[config.mk]
export PLATFORM = sky130hd
export DESIGN_NAME = sync_req_arbiter
export DESIGN_NICKNAME = d
export VERILOG_FILES = /design/src/rtl/sync_req_arbiter.sv
export SDC_FILE = /design/constraint.sdc
export NUM_CORES = 1
export LEC_CHECK = 0
export CORE_ASPECT_RATIO = 0.8
export CORE_MARGIN = 3
export CORE_UTILIZATION = 45
export CTS_CLUSTER_SIZE = 10
export DETAILED_ROUTE_END_ITERATION = 8
export PLACE_DENSITY = 0.69
export SYNTH_ARGS = -nofsm -noshare
export SYNTH_HDL_FRONTEND = slang
export SYNTH_SLANG_ARGS = --single-unit
[constraint.sdc]
create_clock -name clk -period 4.9 [get_ports clk]
set_clock_uncertainty 0.05 [all_clocks]
set_input_delay 0.49 -clock clk [delete_from_list [all_inputs] [get_ports clk]]
set_output_delay 0.49 -clock clk [all_outputs]
set_load 0.005 [all_outputs]
[src/rtl/sync_req_arbiter.sv]
// Round-robin arbiter for NUM_REQ asynchronous request lines sharing one resource.
// Request edges are synchronized, latched as pending, and served one at a time with a timeout.
module sync_req_arbiter #(
   parameter int NUM_REQ = 4,
   parameter int TIMEOUT = 16,
   localparam int ID_W = (NUM_REQ > 1) ? $clog2(NUM_REQ) : 1
) (
   input  logic               clk,
   input  logic               rst,
   input  logic [NUM_REQ-1:0] async_req,
   input  logic               done,
   output logic [NUM_REQ-1:0] grant,
   output logic [ID_W-1:0]    grant_id,
   output logic               busy,
   output logic [NUM_REQ-1:0] pending,
   output logic [NUM_REQ-1:0] overrun,
   output logic               timeout
);

   typedef enum logic {
      IDLE  = 1'b0,
      GRANT = 1'b1
   } state_t;

   localparam logic [7:0] CNT_MAX = 8'(TIMEOUT - 1);

   state_t              state_q, state_d;
   logic [NUM_REQ-1:0]  s1_q, s2_q, s3_q;
   logic [NUM_REQ-1:0]  pending_q, pending_d;
   logic [NUM_REQ-1:0]  overrun_q, overrun_d;
   logic [ID_W-1:0]     grant_id_q, grant_id_d;
   logic [ID_W-1:0]     last_id_q, last_id_d;
   logic [7:0]          cnt_q, cnt_d;
   logic                timeout_q, timeout_d;
   logic [1:0]          warm_q, warm_d;

   logic [NUM_REQ-1:0]  rise;
   logic [NUM_REQ-1:0]  clr;
   logic                release_now;
   logic                armed;
   logic                win_found;
   logic [ID_W-1:0]     win_id;

   // Edges are masked until s3 has been loaded once after reset, so lines that
   // were already high when reset released are not mistaken for new requests.
   assign armed  = (warm_q == 2'd3);
   assign warm_d = armed ? warm_q : warm_q + 2'd1;

   genvar gi;
   generate
      for (gi = 0; gi < NUM_REQ; gi++) begin : g_req
         assign rise[gi]      = armed & s2_q[gi] & ~s3_q[gi];
         assign clr[gi]       = release_now & (grant_id_q == ID_W'(gi));
         // A new edge beats a simultaneous clear; only an edge onto an uncleared pending bit is lost.
         assign pending_d[gi] = (pending_q[gi] & ~clr[gi]) | rise[gi];
         assign overrun_d[gi] = overrun_q[gi] | (rise[gi] & pending_q[gi] & ~clr[gi]);
         assign grant[gi]     = (state_q == GRANT) & (grant_id_q == ID_W'(gi));
      end
   endgenerate

   always_comb begin
      int idx;
      idx       = 0;
      win_found = 1'b0;
      win_id    = '0;
      for (int k = 1; k <= NUM_REQ; k++) begin
         idx = int'(last_id_q) + k;
         if (idx >= NUM_REQ) idx = idx - NUM_REQ;
         if (!win_found && pending_q[idx]) begin
            win_found = 1'b1;
            win_id    = ID_W'(idx);
         end
      end
   end

   always_comb begin
      state_d     = state_q;
      grant_id_d  = grant_id_q;
      last_id_d   = last_id_q;
      cnt_d       = cnt_q;
      timeout_d   = 1'b0;
      release_now = 1'b0;
      case (state_q)
         IDLE: begin
            if (win_found) begin
               state_d    = GRANT;
               grant_id_d = win_id;
               cnt_d      = 8'd0;
            end
         end
         GRANT: begin
            if (done || (cnt_q == CNT_MAX)) begin
               release_now = 1'b1;
               state_d     = IDLE;
               last_id_d   = grant_id_q;
               grant_id_d  = '0;
               cnt_d       = 8'd0;
               timeout_d   = ~done;
            end else begin
               cnt_d = cnt_q + 8'd1;
            end
         end
         default: state_d = IDLE;
      endcase
   end

   always_ff @(posedge clk or posedge rst) begin
      if (rst) begin
         s1_q       <= '0;
         s2_q       <= '0;
         s3_q       <= '0;
         warm_q     <= 2'd0;
         pending_q  <= '0;
         overrun_q  <= '0;
         state_q    <= IDLE;
         grant_id_q <= '0;
         last_id_q  <= ID_W'(NUM_REQ - 1);
         cnt_q      <= 8'd0;
         timeout_q  <= 1'b0;
      end else begin
         s1_q       <= async_req;
         s2_q       <= s1_q;
         s3_q       <= s2_q;
         warm_q     <= warm_d;
         pending_q  <= pending_d;
         overrun_q  <= overrun_d;
         state_q    <= state_d;
         grant_id_q <= grant_id_d;
         last_id_q  <= last_id_d;
         cnt_q      <= cnt_d;
         timeout_q  <= timeout_d;
      end
   end

   assign grant_id = grant_id_q;
   assign busy     = (state_q == GRANT);
   assign pending  = pending_q;
   assign overrun  = overrun_q;
   assign timeout  = timeout_q;

endmodule

==> results.md <==
Setup path:
- The worst flop-to-flop path startpoint is cnt_q[4].
- The data required time at the worst endpoint is 4360 ps.
- The kind of cell adding the most delay to the critical path is buffers and inverters.
- The source of the critical timing path is busy.
- The endpoint identified for the worst register-to-register timing path is overrun[0].
- In this run the worst path has a maximum fanout of 12.
- The worst setup path is launched from a register.
- The maximum cell stage delay along the critical path is 530 ps.
- The critical path endpoint category is an output pin.
- Setup slack on the worst reg-to-reg path comes out at 2980 ps.
- For the worst setup path, the data arrival time is 1570 ps.
- Among all stages on the critical path, the largest delay is contributed by sky130_fd_sc_hd__clkdlybuf4s50_1.
- The class of the most critical setup path is reg -> out.
- The critical path buffer and inverter count is 1.
- Walking the worst path, the cells encountered are nor3b_1 -> clkdlybuf4s50_1.
- The number of cells traversed by the worst register-to-register path is 4.

Yosys:
- After synthesis the netlist holds a flip-flop and latch count of 36.
- The adder-cell area share of the yosys netlist is 1.696%.
- The complex-gate fraction of the synthesized area is 13.32%.
- The post-synthesis sequential area ratio is 61.24%.
- Each instance of the synthesized netlist takes up on average 11.62 um2.
- After Yosys synthesis, and, or, nand and nor cells account for 17.05% of the synthesized area.
- Yosys printed 0 warnings.
- The distinct cell type count after synthesis is 34.
- Counting flops with an async set or reset pin after synthesis yields a share of 100.0%.
- The proportion of synthesized area in mux cells is 3.053%.
- The netlist area before placement is 0.001475 mm2.
- The count of mapped cells out of synthesis is 127.
- The dominant combinational cell family by area after synthesis is simple AND/OR/NAND/NOR gates.
- The net count of the mapped netlist is 136.
- In this run, synthesis inferred 0 flip-flops with an integrated enable.
- The leading register cell type out of synthesis is sky130_fd_sc_hd__dfrtp_1.
- The synthesized-area fraction occupied by xor and xnor cells is 1.781%.

STA:
- The final-report hold violation count is 0.
- Setup violations remaining at the end of the flow were counted as 0.
- Setup repair after global routing left no endpoint under its margin.
- Once routing completed, OpenROAD measured the worst setup slack at 2790 ps.
- The final-layout setup total negative slack is 0 ps.
- For the pin with the worst max-slew slack, the measured transition is 534.4 ps.
- The max-slew headroom at the worst pin is 64.37%.
- Based on the critical path, the design can be clocked at up to 473.8 MHz.
- The post-route minimum period is 2110 ps.
- Of the available clock period, the critical path in the final layout requires 43.07%.
- The count of final max-slew check failures came to 0.

Global route:
- The global router's overall resource usage is 15.11%.
- The via count of the first global-routing pass is 989.
- The number of antenna violations at the first check in global routing was 0.
- The residual overflow from global routing is 0.
- The pin count of the biggest net entering global routing is 37.
- The wire length of the first global-routing pass is 4.650 mm.

Route:
- The routed wirelength normalized by instance count is 13.84 um.
- The vias per cell is 5.412.
- Wires add up to 2.685 mm.
- After detailed routing, the number of remaining DRC violations is 0.
- The count of TritonRoute iterations in the first routing pass is 4.
- The detailed router placed 1050 vias in this run.
- In this run, the number of DRC markers left after iteration 0 of detailed routing was 162.
- The antenna violation net count after detailed routing is 0.

Clocking:
- The CTS H-tree depth is 2.
- The clock net sink count is 36.
- Clock-pin slew was measured on the worst setup and hold paths at 70 ps.
- The root buffer cell is sky130_fd_sc_hd__clkbuf_8.
- In this run the post-CTS setup repair buffer count came out at 0.
- The clock reaches the later pin of the worst-skew pair after 280 ps.
- The number of hold-repair buffers added at the cts stage is 0.
- The number of clock buffers added by TritonCTS is 5.
- The post-cts gate resize count is 0.
- The TritonCTS clock tree is built.
- The clock tree buffer depth is 2.

Floorplan:
- Measured along the x axis, the die boundary spans 70.02 um.
- The vertical extent of the die is 57.21 um.
- The floorplan step defined a core boundary enclosing 0.002935 mm2.
- The floorplan step defined a die boundary enclosing 0.004006 mm2.
- After floorplanning, the core was divided into 17 placement rows.
- Once the floorplan was initialized, standard cells occupied 50.26% of the core.
- The I/O pin total is 23.

Hold path:
- The endpoint of the worst hold path is s2_q[0].
- Along the worst hold path, the cell count comes to 0.
- The worst hold path class is reg -> reg.
- The hold path startpoint is s1_q[0].

Layout:
- The repair_antennas step left the layout with diodes totalling 0.
- Counting the fill cells in the layout gives 219.
- The signed area change from the synthesized netlist to the final layout is 26.63%.
- The number of nets in the finished design is 164.
- The layout cell share with drive strength beyond 1 is 11.54%.

Job:
- The tool flagged a number of max-cap violations equal to 0.

Placed design:
- The placer congestion estimate is 0.7872.
- The number of buffers inserted by port buffering is 22.
- The final HPWL from detailed placement is 1.947 mm.
- The pre-CTS setup slack is 2832 ps.

Power:
- The total power density per cell area is 454.7 mW/mm2.
- In this run the static leakage power is 0.8024 nW.
- IR analysis of the VDD net gives a maximum drop of 0.0002501 V.

Run status:
- The flow ran to the end, and the final reports show no timing, DRC or antenna violations.
## worst max-delay path by stage
stage / cells after the start / to / slack [ps]
2_1_floorplan: 6 / overrun[0] / 3140
3_3_place_gp: 5 / cnt_q[5] / 2900
3_5_place_dp: 5 / cnt_q[3] / 2830
4_1_cts: 2 / grant[0] / 2760
5_1_grt: 2 / grant[0] / 2670
6_report: 2 / grant[0] / 2790
## layout by cell type (no fill, tap or decap), drive strengths merged, types with 2 or more instances in the layout
cell,n
nand2,15
o31ai,2
a22o,3
a31oi,2
xnor2,3
dfstp,2
clkbuf,7
nor4,2
nor2b,3
clkdlybuf4s50,22
nand3b,4
ha,2
nor2,5
a21oi,5
o21ai,8
o21bai,3
nand2b,4
mux2,4
inv,5
o22ai,3
nor3b,2
nand3,3
and3,2
nor3,2
dfrtp,34
## worst register-to-register path, delay by kind of cell (launching register included)
family / cells / cell delay, ps
AOI/OAI and AO/OA: 2 / 360
and+or+nand+nor: 2 / 920
DFF: 1 / 470
## through the flow
step	util [%]	hold slack, ps	cell area [um2]	power, mW	instances
after floorplan	-	281.2	1475	0.4799	127
after global placement	59.34	282.0	1742	0.5735	186
after detailed placement	59.34	285.6	1742	0.5802	186
after CTS	63.64	301.6	1868	0.8608	194
after global routing	63.64	312.8	1868	0.9034	194
final	63.64	299.6	1868	0.8493	194
## cell type report
cell class	instances	area, um2	area share, %
Sequential cell	36	903.4	48.36
Timing Repair Buffer	23	227.7	12.19
Inverter	5	18.77	1.005
Multi-Input combinational cell	84	544.3	29.14
Clock inverter	1	30.03	1.608
Clock buffer	7	96.34	5.157
Tap cell	38	47.55	2.545
## cell usage after synthesis (3+ instances only)
cell / instances / area share (%)
sky130_fd_sc_hd__xnor2_1: 3 / 1.8
sky130_fd_sc_hd__o21bai_1: 3 / 1.5
sky130_fd_sc_hd__nor2b_1: 3 / 1.3
sky130_fd_sc_hd__nand2_1: 15 / 3.8
sky130_fd_sc_hd__mux2_2: 4 / 3.1
sky130_fd_sc_hd__o21ai_0: 8 / 2.7
sky130_fd_sc_hd__dfrtp_1: 34 / 58
sky130_fd_sc_hd__a21oi_1: 4 / 1.4
sky130_fd_sc_hd__nand2b_1: 4 / 1.7
sky130_fd_sc_hd__inv_1: 5 / 1.3
sky130_fd_sc_hd__nand3_1: 3 / 1.0
sky130_fd_sc_hd__o22ai_1: 3 / 1.3
sky130_fd_sc_hd__a22o_1: 3 / 1.8
sky130_fd_sc_hd__nor2_1: 5 / 1.3
sky130_fd_sc_hd__nand3b_1: 4 / 2.0
## metal layers
layer  routed length (um)  global-route usage [%]  vias up
met4                   18                   4.918        0
met5                    0                       0        -
met2                 1254                   23.15       33
met1                 1243                   19.86      509
li1                     -                       -      506
met3                  169                   5.986        2
## registers in the layout, indices dropped and copies added, names as in the netlist
signal,count
cnt_q,8
pending,4
warm_q,2
busy,1
overrun,4
s2_q,4
s3_q,4
grant_id,2
s1_q,4
timeout,1
last_id_q,2
## report_power, final
| group | total [mW] | leakage (nW) | internal (mW) | switching [mW] |
|---|---|---|---|---|
| clock network | 0.277 | 0.0645 | 0.179 | 0.0976 |
| logic | 0.178 | 0.325 | 0.110 | 0.0681 |
| registers | 0.395 | 0.413 | 0.339 | 0.0557 |
| total | 0.849 | 0.802 | 0.628 | 0.221 |
## cell families (layout without fill, tap and decap cells)
family / count (synthesis) / in the layout
buffers and inverters: 7 / 36
XOR/XNOR: 3 / 3
AO/OA/AOI/OAI: 30 / 30
flip-flops: 36 / 36
multiplexers: 4 / 4
adder cells (fa/ha/maj): 2 / 2
AND/OR/NAND/NOR: 45 / 45
No activity file was read; power rests on OpenSTA's default activity.
